File: config.mk
export PLATFORM = sky130hd
export DESIGN_NAME = fft_8_frame_ctrl
export DESIGN_NICKNAME = d
export VERILOG_FILES = /design/src/rtl/fft_frame_pkg.sv /design/src/rtl/fft_frame_scale.sv /design/src/rtl/fft_8_frame_ctrl.sv
export SDC_FILE = /design/constraint.sdc
export NUM_CORES = 1
export LEC_CHECK = 0
export ABC_AREA = 1
export BUFFER_PORTS_ARGS = -buffer_cell sky130_fd_sc_hd__buf_2
export CAP_MARGIN = 20
export CORE_MARGIN = 3
export CORE_UTILIZATION = 40
export DETAILED_ROUTE_END_ITERATION = 10
export PLACE_DENSITY_LB_ADDON = 0.3
export SETUP_SLACK_MARGIN = 0.4
export SYNTH_ARGS = -nofsm -noshare
export SYNTH_HDL_FRONTEND = slang
export SYNTH_SLANG_ARGS = --single-unit
File: constraint.sdc
create_clock -name clk -period 2.2 [get_ports clk]
set_input_delay 0.11 -clock clk [delete_from_list [all_inputs] [get_ports clk]]
set_output_delay 0.11 -clock clk [all_outputs]
set_load 0.005 [all_outputs]
File: src/rtl/fft_frame_pkg.sv
// ============================================================================
// Module   : fft_frame_pkg
// Brief    : Shared types and defaults for the FFT frame controller.
// Revision : 1.0 - initial release
// ============================================================================
`default_nettype none

package fft_frame_pkg;

  localparam int DEFAULT_DW = 16;
  localparam int DEFAULT_N  = 8;

  typedef enum logic [1:0] {
    IDLE  = 2'd0,
    START = 2'd1,
    WAIT  = 2'd2,
    DRAIN = 2'd3
  } state_t;

  // Ceiling log2, used to size the sample counters and the scaling shift.
  function automatic int calc_logn(input int n);
    int r;
    r = 0;
    for (int i = 0; i < 31; i++) begin
      if ((1 << i) < n) r = i + 1;
    end
    return r;
  endfunction

endpackage

`default_nettype wire

File: src/rtl/fft_frame_scale.sv
// ============================================================================
// Module   : fft_frame_scale
// Brief    : One result component; divide-by-N with round-half-up when
//            FFT8_FRAME_SCALE_EN is defined, otherwise a pass-through.
// Revision : 1.0 - initial release
// ============================================================================
`default_nettype none

module fft_frame_scale #(
  parameter int DW   = 16,
  parameter int LOGN = 3
) (
  input  logic [DW-1:0] x,
  output logic [DW-1:0] y
);

`ifdef FFT8_FRAME_SCALE_EN
  localparam bit c_scale_en = 1'b1;
`else
  localparam bit c_scale_en = 1'b0;
`endif

  generate
    if (c_scale_en) begin : g_scale
      // One extra bit of headroom keeps the rounding add from wrapping.
      logic signed [DW:0] w_ext;
      logic signed [DW:0] w_sum;
      assign w_ext = {x[DW-1], x};
      assign w_sum = w_ext + (DW+1)'(1 << (LOGN - 1));
      assign y     = DW'(w_sum >>> LOGN);
    end else begin : g_pass
      assign y = x;
    end
  endgenerate

endmodule

`default_nettype wire

File: src/rtl/fft_8_frame_ctrl.sv
// ============================================================================
// Module   : fft_8_frame_ctrl
// Brief    : Stream front/back end for the 8-point FFT core: frame loading,
//            start/done handshake and result replay. Optional result scaling
//            is selected with the FFT8_FRAME_SCALE_EN macro.
// Revision : 1.0 - initial release
// ============================================================================
`default_nettype none

module fft_8_frame_ctrl
  import fft_frame_pkg::*;
#(
  parameter int DW = DEFAULT_DW,
  parameter int N  = DEFAULT_N
) (
  input  logic            clk,
  input  logic            rst_n,
  input  logic            s_valid,
  output logic            s_ready,
  input  logic [DW-1:0]   s_real,
  input  logic [DW-1:0]   s_imag,
  input  logic            s_last,
  output logic            fft_start,
  input  logic            fft_done,
  output logic [N*DW-1:0] fft_in_real,
  output logic [N*DW-1:0] fft_in_imag,
  input  logic [N*DW-1:0] fft_out_real,
  input  logic [N*DW-1:0] fft_out_imag,
  output logic            m_valid,
  input  logic            m_ready,
  output logic [DW-1:0]   m_real,
  output logic [DW-1:0]   m_imag,
  output logic            m_last,
  output logic            err_frame,
  output logic            busy
);

  localparam int              LOGN    = calc_logn(N);
  localparam logic [LOGN:0]   c_wfull = (LOGN+1)'(N);
  localparam logic [LOGN:0]   c_wlast = (LOGN+1)'(N - 1);
  localparam logic [LOGN-1:0] c_rlast = LOGN'(N - 1);

  state_t          r_state;
  state_t          w_state_nxt;
  logic [LOGN:0]   r_wcnt;
  logic [LOGN:0]   w_wcnt_nxt;
  logic [LOGN-1:0] r_rcnt;
  logic            r_s_ready;
  logic            r_err_frame;
  logic [DW-1:0]   r_ibuf_real [N];
  logic [DW-1:0]   r_ibuf_imag [N];
  logic [DW-1:0]   r_obuf_real [N];
  logic [DW-1:0]   r_obuf_imag [N];
  logic [DW-1:0]   w_scl_real  [N];
  logic [DW-1:0]   w_scl_imag  [N];
  logic            w_s_acc;
  logic            w_early_last;
  logic            w_late_last;
  logic            w_done_acc;
  logic            w_m_acc;

  assign w_s_acc      = s_valid && r_s_ready;
  assign w_early_last = w_s_acc && s_last && (r_wcnt < c_wlast);
  assign w_late_last  = w_s_acc && !s_last && (r_wcnt == c_wlast);
  assign w_done_acc   = (r_state == WAIT) && fft_done;
  assign w_m_acc      = (r_state == DRAIN) && m_ready;

  assign s_ready   = r_s_ready;
  assign err_frame = r_err_frame;

  generate
    for (genvar i = 0; i < N; i++) begin : g_lane
      assign fft_in_real[i*DW +: DW] = r_ibuf_real[i];
      assign fft_in_imag[i*DW +: DW] = r_ibuf_imag[i];

      fft_frame_scale #(.DW(DW), .LOGN(LOGN)) u_scale_real (
        .x (fft_out_real[i*DW +: DW]),
        .y (w_scl_real[i])
      );
      fft_frame_scale #(.DW(DW), .LOGN(LOGN)) u_scale_imag (
        .x (fft_out_imag[i*DW +: DW]),
        .y (w_scl_imag[i])
      );
    end
  endgenerate

  always_ff @(posedge clk or negedge rst_n) begin
    if (!rst_n) r_state <= IDLE;
    else        r_state <= w_state_nxt;
  end

  always_comb begin
    w_state_nxt = r_state;
    case (r_state)
      IDLE:    if (r_wcnt == c_wfull) w_state_nxt = START;
      START:   w_state_nxt = WAIT;
      WAIT:    if (fft_done) w_state_nxt = DRAIN;
      DRAIN:   if (m_ready && (r_rcnt == c_rlast))
                 w_state_nxt = (r_wcnt == c_wfull) ? START : IDLE;
      default: w_state_nxt = IDLE;
    endcase
  end

  always_comb begin
    fft_start = 1'b0;
    busy      = 1'b0;
    m_valid   = 1'b0;
    m_real    = '0;
    m_imag    = '0;
    m_last    = 1'b0;
    case (r_state)
      START: begin
        fft_start = 1'b1;
        busy      = 1'b1;
      end
      WAIT:  busy = 1'b1;
      DRAIN: begin
        m_valid = 1'b1;
        m_real  = r_obuf_real[r_rcnt];
        m_imag  = r_obuf_imag[r_rcnt];
        m_last  = (r_rcnt == c_rlast);
      end
      default: ;
    endcase
  end

  // A misaligned early s_last throws away the partial frame.
  always_comb begin
    w_wcnt_nxt = r_wcnt;
    if (w_done_acc || w_early_last) w_wcnt_nxt = '0;
    else if (w_s_acc)               w_wcnt_nxt = r_wcnt + 1'b1;
  end

  always_ff @(posedge clk or negedge rst_n) begin
    if (!rst_n) begin
      r_wcnt      <= '0;
      r_rcnt      <= '0;
      r_s_ready   <= 1'b0;
      r_err_frame <= 1'b0;
    end else begin
      r_wcnt      <= w_wcnt_nxt;
      r_s_ready   <= (w_wcnt_nxt != c_wfull) &&
                     ((w_state_nxt == IDLE) || (w_state_nxt == DRAIN));
      r_err_frame <= w_early_last || w_late_last;
      if (w_done_acc)   r_rcnt <= '0;
      else if (w_m_acc) r_rcnt <= r_rcnt + 1'b1;
    end
  end

  always_ff @(posedge clk or negedge rst_n) begin
    if (!rst_n) begin
      for (int i = 0; i < N; i++) begin
        r_ibuf_real[i] <= '0;
        r_ibuf_imag[i] <= '0;
        r_obuf_real[i] <= '0;
        r_obuf_imag[i] <= '0;
      end
    end else begin
      if (w_s_acc && !w_early_last) begin
        r_ibuf_real[r_wcnt[LOGN-1:0]] <= s_real;
        r_ibuf_imag[r_wcnt[LOGN-1:0]] <= s_imag;
      end
      if (w_done_acc) begin
        for (int i = 0; i < N; i++) begin
          r_obuf_real[i] <= w_scl_real[i];
          r_obuf_imag[i] <= w_scl_imag[i];
        end
      end
    end
  end

endmodule

`default_nettype wire

==> qor.json, run 1 <==
{
  "grt_antenna_before_repair": {"value": 8},
  "power.density_cell_area": {"value": 1360, "unit": "mW/mm²"},
  "post_synth_instance_area": {"value": 0.0217, "unit": "mm²"},
  "synth_nets": {"value": 2883},
  "timing.critical_path.cells": {"value": "buf_6 -> buf_6 -> nor2_4 -> nor2_2 -> o21ai_1 -> o21ai_1 -> o21ai_2 -> nor2_1 -> buf_2"},
  "global_route.overflow_total": {"value": 0},
  "maxClockFrequency": {"value": 0.402, "unit": "GHz"},
  "hpwl": {"value": 53000, "unit": "µm"},
  "detailroute.via_count": {"value": 21982},
  "synth_cell_types": {"value": 21},
  "ys_seq_area_share": {"value": 60.2, "unit": "%"},
  "cts_num_sinks": {"value": 523},
  "clk_latency": {"value": 0.61, "unit": "ns"},
  "crit_required": {"value": 2.09, "unit": "ns"},
  "critical_path.max_stage_delay": {"value": 0.57, "unit": "ns"},
  "dieWidth": {"value": 239, "unit": "µm"},
  "cp-end-kind": {"value": "primary output"},
  "placement_rows": {"value": 84},
  "io_buffer_count": {"value": 587},
  "synth_largest_area_cell": {"value": "dfrtp_1"},
  "min-delay-path-class": {"value": "in2async"},
  "synth_top_family_by_area": {"value": "simple AND/OR/NAND/NOR gates"},
  "hold-worst-slack": {"value": 0.0473, "unit": "ns"},
  "fin_worst_skew": {"value": 0.0176, "unit": "ns"},
  "core_area": {"value": 0.0532, "unit": "mm²"},
  "slew_headroom": {"value": 63.2, "unit": "%"},
  "timing.critical_path.slowest_stage_cell": {"value": "dfrtp_4"},
  "report.power.total": {"value": 43.6, "unit": "mW"},
  "ys_top_cells_by_area": {"value": "dfrtp_1 60%, nand2_1 18%, o21ai_0 10%, nor2_1 4.6%, clkbuf_1 1.2%"},
  "ctsHtreeMaxLevel": {"value": 2},
  "final_weighted_congestion_of_routability_driven_global_placement": {"value": 0.932},
  "synthesis_to_layout_area_growth": {"value": 48.0, "unit": "%"},
  "floorplan.die.height": {"value": 239, "unit": "µm"},
  "max_slew.worst_pin.slew": {"value": 0.552, "unit": "ns"},
  "regArea": {"value": 0.0131, "unit": "mm²"},
  "slew_viol_final": {"value": 0},
  "grt_first_pass_wirelength": {"value": 123000, "unit": "µm"},
  "largest_net_degree_at_the_start_of_global_routing": {"value": 129},
  "detail_route.vias_per_cell": {"value": 5.20},
  "gate_count_after_technology_mapping": {"value": 2581},
  "layout_cells_sized_above_1": {"value": 26.4, "unit": "%"},
  "r2r_setup_slk": {"value": -0.01, "unit": "ns"},
  "power_leakage": {"value": 16.9, "unit": "nW"},
  "hold_violations": {"value": 0},
  "run_status": {"value": "finished with violations"},
  "die_footprint": {"value": 0.0572, "unit": "mm²"},
  "ys_seq_elements": {"value": 523},
  "multiInputGateArea": {"value": 0.00827, "unit": "mm²"},
  "setup_viol_count_final": {"value": 34},
  "track_usage": {"value": 27.8, "unit": "%"},
  "timing.setup.critical_path_class": {"value": "reg2out"},
  "syn_area_per_cell": {"value": 8.43, "unit": "µm²"},
  "ir_drop": {"value": 0.000805, "unit": "V"},
  "tritoncts_buffer_count": {"value": 56},
  "synth_warnings": {"value": 0},
  "floorplan.initialDensity": {"value": 40.9, "unit": "%"},
  "top_level_ports": {"value": 588},
  "cap_violations": {"value": 0},
  "drt_antenna_net_count": {"value": 0},
  "finalWorstPathRequiredPeriod": {"value": 2.48, "unit": "ns"},
  "clk_pin_slew_worst_paths": {"value": 0.07, "unit": "ns"},
  "compound_gate_portion_of_the_synthesized_area": {"value": 11.2, "unit": "%"},
  "fin_crit_sh": {"value": 113, "unit": "%"},
  "fin_ws": {"value": -0.285, "unit": "ns"},
  "synth_mux_area_share": {"value": 0, "unit": "%"},
  "drt_drc_violations_left": {"value": 0},
  "cp_data_arrival_time": {"value": 2.37, "unit": "ns"},
  "setup_repair_after_global_routing_missed_its_margin": {"value": "yes"},
  "clock_tree.root_cell": {"value": "clkbuf_16"},
  "synthSimpleGateAreaFrac": {"value": 23.8, "unit": "%"},
  "cts_tree": {"value": "yes"},
  "synth_largest_type_area_fraction": {"value": 60.2, "unit": "%"},
  "grt_pass1_vias": {"value": 21309},
  "crit_path_start_kind": {"value": "flip-flop"},
  "final_nets": {"value": 3793},
  "violations": {"value": "setup timing"},
  "drt-pass1-iter-count": {"value": 7},
  "post_synthesis_xor_xnor_area_fraction": {"value": 0.0403, "unit": "%"},
  "post_synth_adder_cell_area": {"value": 0.460, "unit": "%"},
  "crit_fanout": {"value": 7},
  "filler_cell_count": {"value": 4405},
  "detailedRoute.firstIterationViolations": {"value": 2089},
  "routed_wire_length_per_instance": {"value": 20.4, "unit": "µm"},
  "max-clock-path-buffers": {"value": 3},
  "wirelength": {"value": 86200, "unit": "µm"}
}
==> cells in the mapped netlist <==
cell      instances
xor2_1            1
nor2_1          269
nor2_4            2
nand2_1        1052
o31ai_1           1
o21ai_0         446
clkbuf_1         71
dfrtp_1         523
a21oi_1           1
buf_4            17
nand3_4           4
inv_1            52
inv_2             1
o21bai_1          1
clkbuf_2         23
ha_1              8
nand2_2           6
buf_1            11
o21ai_1          36
buf_2            37
nand3_1          19
==> state kept, by name, summed over array words and instances (netlist names) <==
name         count
r_wcnt           4
r_obuf_imag    128
fft_in_real    128
r_obuf_real    128
fft_in_imag    128
r_state          2
err_frame        1
r_rcnt           3
s_ready          1
==> final cells by class <==
| type | count | area share [%] |
|---|---|---|
| sequential | 523 | 40.7 |
| multi-input combinational | 1846 | 25.7 |
| timing repair buffer | 1011 | 24.5 |
| clock buffer | 81 | 4.89 |
| tap | 688 | 2.67 |
| inverter | 53 | 0.723 |
| clock inverter | 19 | 0.715 |
| antenna | 10 | 0.0777 |
==> metal layers <==
metal | track usage, % | up-vias | share of wire, %
li1 | - | 10015 | -
met1 | 37.5 | 10554 | 41
met2 | 43.1 | 1138 | 45
met3 | 5.11 | 275 | 7.9
met4 | 14.9 | 0 | 5.6
met5 | 0 | - | 0
==> placed cells by master, fill, tap and decap left out, types with 42 or more instances in the layout <==
| cell type | Yosys | final |
|---|---|---|
| o21ai_1 | 36 | 133 |
| inv_1 | 52 | 47 |
| nand2_1 | 1052 | 1046 |
| nor2_1 | 269 | 214 |
| dlygate4sd3_1 | 0 | 293 |
| buf_2 | 37 | 584 |
| nor2_2 | 0 | 42 |
| dfrtp_1 | 523 | 517 |
| buf_4 | 17 | 50 |
| o21ai_0 | 446 | 308 |
| clkbuf_16 | 0 | 66 |
==> stage by stage <==
stage | worst slack (ns) | setup TNS, ns | util [%] | cells | cell area, µm²
6_report | -0.285 | -6.58 | 60.5 | 4231 | 32200
5_1_grt | -0.362 | -9.41 | 60.5 | 4229 | 32200
4_1_cts | -0.298 | -7.90 | 58.9 | 4194 | 31300
3_5_place_dp | 0.0284 | 0 | 48.3 | 3766 | 25700
3_3_place_gp | 0.0512 | 0 | 48.3 | 3766 | 25700
2_1_floorplan | 0.565 | 0 | - | 2581 | 21700
==> worst paths after layout <==
path,start,endpoint,depth (start not counted)
worst max register to register,r_rcnt[0],s_ready,15
worst min-delay path,rst_n,r_obuf_imag[45],2
min in group clk,fft_out_real[111],r_obuf_real[31],4
worst max-delay path,r_rcnt[0],m_real[11],9
worst min register to register,r_obuf_imag[93],r_obuf_imag[93],2
max in group asynchronous,rst_n,r_rcnt[1],3
==> critical path, delay by kind of cell (launching register included) <==
kind	cells	cell delay, ns
AND/OR/NAND/NOR	3	0.23
flip-flops	1	0.57
buffers and inverters	3	0.41
AO/OA/AOI/OAI	3	0.54
==> cell families (layout without fill, tap and decap cells) <==
group | after synthesis | after routing
AOI/OAI and AO/OA | 485 | 485
other | 0 | 10
xor gates and xnor gates | 1 | 1
and+or+nand+nor | 1352 | 1352
DFF | 523 | 523
adders and majority gates | 8 | 8
buffers and inverters | 212 | 1164
==> power breakdown <==
part,internal [mW],switching (mW)
clock,5.44,3.94
sequential,13.5,2.52
combinational,7.67,10.6
==> timing repair <==
item                                    CTS  global route
gates resized for setup                 193           155
endpoints found under the hold margin   842             0
buffers inserted                         24            14
endpoints found under the setup margin  345           439
hold buffers                            293             0
pin swaps                                54            50
cloned                                   11            13
Power figures use the tool's default switching activity.
==> run 2, diff against run 1 <==
clock period = 2.75 ns   (was 2.2 ns; I/O delays follow)
==> qor.json, run 2 (same netlist as run 1, synthesis figures left out) <==
{
  "ir_drop": {"value": 0.000641, "unit": "V", "change": "-20%"},
  "grt_antenna_before_repair": {"value": 4, "change": "-4"},
  "placement_rows": {"value": 84, "change": "unchanged"},
  "power_leakage": {"value": 16.6, "unit": "nW", "change": "-1.8%"},
  "tritoncts_buffer_count": {"value": 55, "change": "-1.8%"},
  "final_nets": {"value": 3750, "change": "-1.1%"},
  "detailedRoute.firstIterationViolations": {"value": 2261, "change": "+8.2%"},
  "min-delay-path-class": {"value": "in2reg"},
  "ctsHtreeMaxLevel": {"value": 2, "change": "unchanged"},
  "floorplan.die.height": {"value": 239, "unit": "µm", "change": "unchanged"},
  "reg2reg_from": {"value": "r_state[0]"},
  "wirelength": {"value": 85500, "unit": "µm", "change": "-0.81%"},
  "power.share.switching": {"value": 39.2, "unit": "%", "change": "+0.12 points"},
  "run_status": {"value": "finished, final reports clean"},
  "internal_power": {"value": 21.1, "unit": "mW", "change": "-21%"},
  "clk_pin_slew_worst_paths": {"value": 0.06, "unit": "ns", "change": "about the same"},
  "slew_headroom": {"value": 54.2, "unit": "%", "change": "-9.0 points"},
  "share_comb_of_total_power": {"value": 41.0, "unit": "%", "change": "-0.8 points"},
  "core_area": {"value": 0.0532, "unit": "mm²", "change": "unchanged"},
  "critical_path.most_common_cell": {"value": "buf_12"},
  "largest_net_degree_at_the_start_of_global_routing": {"value": 111, "change": "-14%"},
  "globalRouteMet1Util": {"value": 39.5, "unit": "%", "change": "+2.0 points"},
  "grt_pass1_vias": {"value": 21715, "change": "+1.9%"},
  "r2r_setup_slk": {"value": 0.65, "unit": "ns", "change": "+0.66 ns"},
  "fin_crit_sh": {"value": 92.8, "unit": "%"},
  "routed_wire_length_per_instance": {"value": 20.4, "unit": "µm", "change": "+0.23%"},
  "cts_tree": {"value": "yes"},
  "die_footprint": {"value": 0.0572, "unit": "mm²", "change": "unchanged"},
  "power.density_cell_area": {"value": 1100, "unit": "mW/mm²", "change": "-19%"},
  "worstHoldEndpoint": {"value": "r_obuf_imag[47]"},
  "drt_antenna_net_count": {"value": 0, "change": "unchanged"},
  "fin_ws": {"value": 0.199, "unit": "ns", "change": "+0.483 ns"},
  "final_core_utilization": {"value": 59.2, "unit": "%", "change": "-1.3 points"},
  "timing.setup.critical_path_class": {"value": "reg2out"},
  "crit_path_start_kind": {"value": "flip-flop"},
  "regArea": {"value": 0.0131, "unit": "mm²", "change": "about the same"},
  "cts_num_sinks": {"value": 523, "change": "unchanged"},
  "layout_cells_sized_above_1": {"value": 24.8, "unit": "%", "change": "-1.6 points"},
  "setup_repair_after_global_routing_missed_its_margin": {"value": "yes"},
  "worst_min_delay_path_startpoint": {"value": "fft_done"},
  "global_route.usage.met2": {"value": 44.8, "unit": "%", "change": "+1.7 points"},
  "min_delay_path_depth": {"value": 5},
  "drt-pass1-iter-count": {"value": 6, "change": "-1"},
  "grt_first_pass_wirelength": {"value": 127000, "unit": "µm", "change": "+3.5%"},
  "fin_worst_skew": {"value": 0.0117, "unit": "ns", "change": "-0.00593 ns"},
  "track_usage": {"value": 28.9, "unit": "%", "change": "+1.1 points"},
  "global_route.overflow_total": {"value": 0, "change": "unchanged"},
  "maxClockFrequency": {"value": 0.392, "unit": "GHz"},
  "clock_tree.root_cell": {"value": "clkbuf_16"},
  "hold_violations": {"value": 0, "change": "unchanged"},
  "final_weighted_congestion_of_routability_driven_global_placement": {"value": 0.911, "change": "-2.3%"},
  "timing.critical_path.cells": {"value": "buf_12 -> buf_12 -> buf_16 -> o21ai_0 -> o21ai_1 -> o21ai_2 -> nor2_1 -> buf_2"},
  "max_slew.worst_pin.slew": {"value": 0.687, "unit": "ns", "change": "+0.134 ns"},
  "met3_usage": {"value": 5.16, "unit": "%", "change": "+0.046 points"},
  "detail_route.vias_per_cell": {"value": 5.22, "change": "+0.49%"},
  "floorplan.initialDensity": {"value": 40.9, "unit": "%", "change": "unchanged"},
  "setup_viol_count_final": {"value": 0, "change": "-100%"},
  "pre_cts_slack": {"value": 0.476, "unit": "ns", "change": "+0.447 ns"},
  "cp_data_arrival_time": {"value": 2.41, "unit": "ns", "change": "+0.04 ns"},
  "max-clock-path-buffers": {"value": 3, "change": "unchanged"},
  "slew_viol_final": {"value": 0, "change": "unchanged"},
  "timing.critical_path.slowest_stage_cell": {"value": "dfrtp_4"},
  "crit_fanout": {"value": 7, "change": "unchanged"},
  "multiInputGateArea": {"value": 0.00803, "unit": "mm²", "change": "-2.8%"},
  "dieWidth": {"value": 239, "unit": "µm", "change": "unchanged"},
  "io_buffer_count": {"value": 587, "change": "unchanged"},
  "clk_latency": {"value": 0.60, "unit": "ns", "change": "about the same"},
  "report.power.total": {"value": 34.7, "unit": "mW", "change": "-20%"},
  "p_switching": {"value": 13.6, "unit": "mW", "change": "-20%"},
  "filler_cell_count": {"value": 4487, "change": "+1.9%"},
  "critical_path.max_stage_delay": {"value": 0.53, "unit": "ns", "change": "-0.04 ns"},
  "power.sequential.fraction": {"value": 36.4, "unit": "%", "change": "-0.3 points"},
  "drt_drc_violations_left": {"value": 0, "change": "unchanged"},
  "hpwl": {"value": 51600, "unit": "µm", "change": "-2.6%"},
  "detailroute.via_count": {"value": 21860, "change": "-0.55%"},
  "finalWorstPathRequiredPeriod": {"value": 2.55, "unit": "ns"},
  "cap_violations": {"value": 0, "change": "unchanged"},
  "cp-end-kind": {"value": "primary output"},
  "synthesis_to_layout_area_growth": {"value": 44.7, "unit": "%"},
  "r2r.worst_path.cells": {"value": 7, "change": "-8"},
  "fin_tns_setup": {"value": 0, "unit": "ns", "change": "+6.58 ns"},
  "power.share.clock": {"value": 22.6, "unit": "%", "change": "+1.1 points"},
  "rr_endpoint": {"value": "r_obuf_real[114]"},
  "most_common_library_cell_in_the_layout_ignoring_fill_and_taps": {"value": "nand2_1"},
  "globalRoute.busiestLayer": {"value": "met2"},
  "top_level_ports": {"value": 588, "change": "unchanged"},
  "crit_required": {"value": 2.61, "unit": "ns", "change": "+0.52 ns"},
  "critical_path.startpoint": {"value": "r_rcnt[0]"},
  "commonest_cells_after_routing_fill_and_taps_aside": {"value": "1050 x nand2_1, 586 x buf_2, 521 x dfrtp_1"}
}
## run 2: worst max path at each step
stage / end / slack [ns] / cells past startpoint
floorplan: r_obuf_imag[100] / 1.11 / 8
global placement: m_real[15] / 0.52 / 7
detailed placement: m_imag[2] / 0.48 / 7
CTS: m_real[4] / 0.28 / 8
global route: m_imag[10] / 0.15 / 8
finish: m_imag[10] / 0.20 / 8
## run 2: power groups by stage
stage / sequential, mW / combinational, mW / clock, mW
floorplan: 12.3 / 6.24 / 0
global placement: 12.5 / 10.7 / 0
detailed placement: 12.6 / 11.0 / 0
CTS: 12.5 / 13.3 / 7.97
global route: 13.0 / 15.6 / 8.29
finish: 12.7 / 14.2 / 7.84
## run 2: layer usage
metal | routed length [µm] | part of all wire, %
met1 | 34500 | 40
met2 | 39000 | 46
met3 | 7100 | 8.3
met4 | 4860 | 5.7
met5 | 0 | 0
## run 2: final cells by class
type,instances,share of cell area [%]
repair buffers,966,23.2
inverters,53,0.739
multi-input cells,1846,25.5
clock inverters,29,1.11
flip-flops and latches,523,41.6
repair inverters,3,0.0914
diodes,4,0.0318
clock buffers,75,4.97
well taps,688,2.73
## run 2: repair_timing
item / 4_1_cts / 5_1_grt
hold buffers: 293 / 0
setup buffers: 12 / 12
resized for setup: 175 / 93
endpoints found under the hold margin: 572 / 0
pin swaps: 26 / 39
endpoints found under the setup margin: 33 / 33
cloned: 18 / 6
## run 2: metrics by stage
| step | area [µm²] | cells | hold WS, ns |
|---|---|---|---|
| global placement | 25400 | 3738 | 0.190 |
| CTS | 31000 | 4165 | 0.0455 |
| global route | 31500 | 4187 | 0.0706 |
| finish | 31500 | 4187 | 0.0694 |
| detailed placement | 25400 | 3738 | 0.196 |
| floorplan | 21700 | 2581 | -0.158 |
## run 2: worst max-delay path, delay by kind of cell (launching register included)
family          cells  cell delay (ns)
simple gates        1             0.09
compound gates      3             0.60
buf+inv             4             0.61
flops               1             0.53
==> run 3, diff against run 2 <==
BUFFER_PORTS_ARGS = -buffer_cell sky130_fd_sc_hd__buf_4   (was -buffer_cell sky130_fd_sc_hd__buf_2)
CORE_MARGIN = 2   (was 3)
TNS_END_PERCENT = 10   (was unset)
==> qor.json, run 3 (same netlist as run 1, synthesis figures left out) <==
{
  "pre_cts_slack": {"value": 0.458, "unit": "ns", "change": "-0.0175 ns"},
  "placement_rows": {"value": 85, "change": "+1.2%"},
  "wirelength": {"value": 82100, "unit": "µm", "change": "-4.0%"},
  "hold_violations": {"value": 0, "change": "unchanged"},
  "drt_drc_violations_left": {"value": 0, "change": "unchanged"},
  "floorplan.die.height": {"value": 237, "unit": "µm", "change": "-0.84%"},
  "finalWorstPathRequiredPeriod": {"value": 2.45, "unit": "ns", "change": "-0.103 ns"},
  "timing.setup.critical_path_class": {"value": "reg2out"},
  "track_usage": {"value": 28.6, "unit": "%", "change": "-0.36 points"},
  "grt_pass1_vias": {"value": 21319, "change": "-1.8%"},
  "die_footprint": {"value": 0.0562, "unit": "mm²", "change": "-1.7%"},
  "cap_violations": {"value": 0, "change": "unchanged"},
  "timing.critical_path.to": {"value": "m_imag[7]"},
  "clk_latency": {"value": 0.59, "unit": "ns", "change": "about the same"},
  "global_route.overflow_total": {"value": 0, "change": "unchanged"},
  "fin_crit_sh": {"value": 89.0, "unit": "%", "change": "-3.8 points"},
  "commonest_cells_after_routing_fill_and_taps_aside": {"value": "1051 x nand2_1, 613 x buf_4, 521 x dfrtp_1"},
  "clock_tree.root_cell": {"value": "clkbuf_16"},
  "critical_path_depth": {"value": 9, "change": "+1"},
  "rr_endpoint": {"value": "r_obuf_imag[105]"},
  "crit_required": {"value": 2.61, "unit": "ns", "change": "about the same"},
  "dpl.cell_count": {"value": 3748, "change": "+0.27%"},
  "timing.critical_path.buf_inv": {"value": 3, "change": "-1"},
  "critical_path.startpoint": {"value": "r_rcnt[0]"},
  "crit_fanout": {"value": 10, "change": "+3"},
  "critical_path.most_common_cell": {"value": "nor2_1"},
  "cp_data_arrival_time": {"value": 2.31, "unit": "ns", "change": "-0.10 ns"},
  "report.power.total": {"value": 33.9, "unit": "mW", "change": "-2.5%"},
  "detailedRoute.firstIterationViolations": {"value": 2139, "change": "-5.4%"},
  "grt_antenna_before_repair": {"value": 12, "change": "+8"},
  "r2r_setup_slk": {"value": 0.54, "unit": "ns", "change": "-0.11 ns"},
  "power.density_cell_area": {"value": 1050, "unit": "mW/mm²", "change": "-4.8%"},
  "min-delay-path-class": {"value": "in2async"},
  "multiInputGateArea": {"value": 0.00785, "unit": "mm²", "change": "-2.3%"},
  "final_weighted_congestion_of_routability_driven_global_placement": {"value": 0.959, "change": "+5.3%"},
  "dpl-instance-area": {"value": 0.0268, "unit": "mm²", "change": "+5.8%"},
  "layout_cells_sized_above_1": {"value": 22.7, "unit": "%", "change": "-2.1 points"},
  "run_status": {"value": "finished, final reports clean"},
  "ctsHtreeMaxLevel": {"value": 2, "change": "unchanged"},
  "filler_cell_count": {"value": 4515, "change": "+0.62%"},
  "drt_antenna_net_count": {"value": 0, "change": "unchanged"},
  "drt-pass1-iter-count": {"value": 6, "change": "unchanged"},
  "slew_viol_final": {"value": 0, "change": "unchanged"},
  "floorplan.initialDensity": {"value": 40.4, "unit": "%", "change": "-0.48 points"},
  "dieWidth": {"value": 237, "unit": "µm", "change": "-0.84%"},
  "synthesis_to_layout_area_growth": {"value": 48.3, "unit": "%"},
  "max-clock-path-buffers": {"value": 3, "change": "unchanged"},
  "final_nets": {"value": 3726, "change": "-0.64%"},
  "ir_drop": {"value": 0.000730, "unit": "V", "change": "+14%"},
  "fin_worst_skew": {"value": 0.0113, "unit": "ns", "change": "-0.000318 ns"},
  "detailroute.via_count": {"value": 21713, "change": "-0.67%"},
  "most_common_library_cell_in_the_layout_ignoring_fill_and_taps": {"value": "nand2_1"},
  "slew_headroom": {"value": 50.9, "unit": "%", "change": "-3.3 points"},
  "core_area": {"value": 0.0538, "unit": "mm²", "change": "+1.2%"},
  "io_buffer_count": {"value": 587, "change": "unchanged"},
  "fin_tns_setup": {"value": 0, "unit": "ns", "change": "unchanged"},
  "crit_path_start_kind": {"value": "flip-flop"},
  "critical_path.max_stage_delay": {"value": 0.50, "unit": "ns", "change": "-0.03 ns"},
  "stdcell_count": {"value": 4174, "change": "-0.31%"},
  "reg2reg_from": {"value": "r_state[0]"},
  "power_leakage": {"value": 16.6, "unit": "nW", "change": "+0.26%"},
  "detail_route.vias_per_cell": {"value": 5.20, "change": "-0.36%"},
  "grt_first_pass_wirelength": {"value": 124000, "unit": "µm", "change": "-2.5%"},
  "clk_pin_slew_worst_paths": {"value": 0.06, "unit": "ns", "change": "about the same"},
  "timing.critical_path.slowest_stage_cell": {"value": "dfrtp_4"},
  "tritoncts_buffer_count": {"value": 55, "change": "unchanged"},
  "critPathTopFamily": {"value": "buffers and inverters"},
  "fin_ws": {"value": 0.302, "unit": "ns", "change": "+0.103 ns"},
  "r2r.worst_path.cells": {"value": 7, "change": "unchanged"},
  "regArea": {"value": 0.0131, "unit": "mm²", "change": "unchanged"},
  "largest_net_degree_at_the_start_of_global_routing": {"value": 130, "change": "+17%"},
  "timing.critical_path.cells": {"value": "buf_12 -> bufbuf_16 -> nor2_1 -> nor2_1 -> o21ai_0 -> o21ai_0 -> nor2_1 -> nor2_1 -> buf_4"},
  "hpwl": {"value": 52000, "unit": "µm", "change": "+0.85%"},
  "max_slew.worst_pin.slew": {"value": 0.737, "unit": "ns", "change": "+0.0501 ns"},
  "cp-end-kind": {"value": "primary output"},
  "routed_wire_length_per_instance": {"value": 19.7, "unit": "µm", "change": "-3.7%"},
  "setup_repair_after_global_routing_missed_its_margin": {"value": "yes"},
  "cts_tree": {"value": "yes"},
  "cts_num_sinks": {"value": 523, "change": "unchanged"},
  "setup_viol_count_final": {"value": 0, "change": "unchanged"},
  "hold-worst-slack": {"value": 0.0533, "unit": "ns", "change": "-0.0161 ns"},
  "maxClockFrequency": {"value": 0.408, "unit": "GHz", "change": "+4.2%"},
  "top_level_ports": {"value": 588, "change": "unchanged"},
  "finish.instance_area": {"value": 0.0322, "unit": "mm²", "change": "+2.4%"},
  "final_core_utilization": {"value": 59.9, "unit": "%", "change": "+0.74 points"}
}
## run 3: where the power goes
part	total (mW)	switching, mW	internal [mW]
sequential	12.9	2.09	10.8
clock	7.42	3.09	4.33
combinational	13.6	7.65	5.93
## run 3: area by class of cell
type | count | area share [%]
Tap cell | 696 | 2.70
Clock inverter | 19 | 0.470
Sequential cell | 523 | 40.6
Multi-Input combinational cell | 1846 | 24.3
Clock buffer | 80 | 5.13
Antenna cell | 12 | 0.0931
Timing Repair Buffer | 944 | 25.9
Inverter | 53 | 0.691
Timing Repair inverter | 1 | 0.0272
## run 3: how the worst min path moves through the flow
stage	to	slack [ns]	depth (start not counted)
floorplan	err_frame	-0.16	0
global placement	r_obuf_imag[61]	0.05	1
detailed placement	r_obuf_imag[60]	0.05	1
CTS	r_obuf_imag[60]	0.02	2
global route	r_obuf_imag[61]	0.06	2
finish	r_obuf_imag[61]	0.05	2
## run 3: worst reg2reg max path, delay by kind of cell, from the launching register on
kind | cells | cell delay [ns]
adder cells (fa/ha/maj) | 1 | 0.28
buffers and inverters | 3 | 0.93
AND/OR/NAND/NOR | 3 | 0.51
flip-flops | 1 | 0.42
## run 3: what timing repair did
item | in CTS | in global routing
hold buffers | 293 | 0
endpoints found under the setup margin | 33 | 33
setup buffers | 11 | 0
gates resized for setup | 121 | 14
gates cloned | 11 | 0
endpoints found under the hold margin | 914 | 0
pin swaps | 24 | 4
## run 3: routing by layer
| layer | track usage [%] | share of wire (%) |
|---|---|---|
| met5 | 0 | 0 |
| met4 | 15.9 | 6.0 |
| met3 | 5.20 | 7.9 |
| met2 | 44.2 | 46 |
| met1 | 38.2 | 40 |
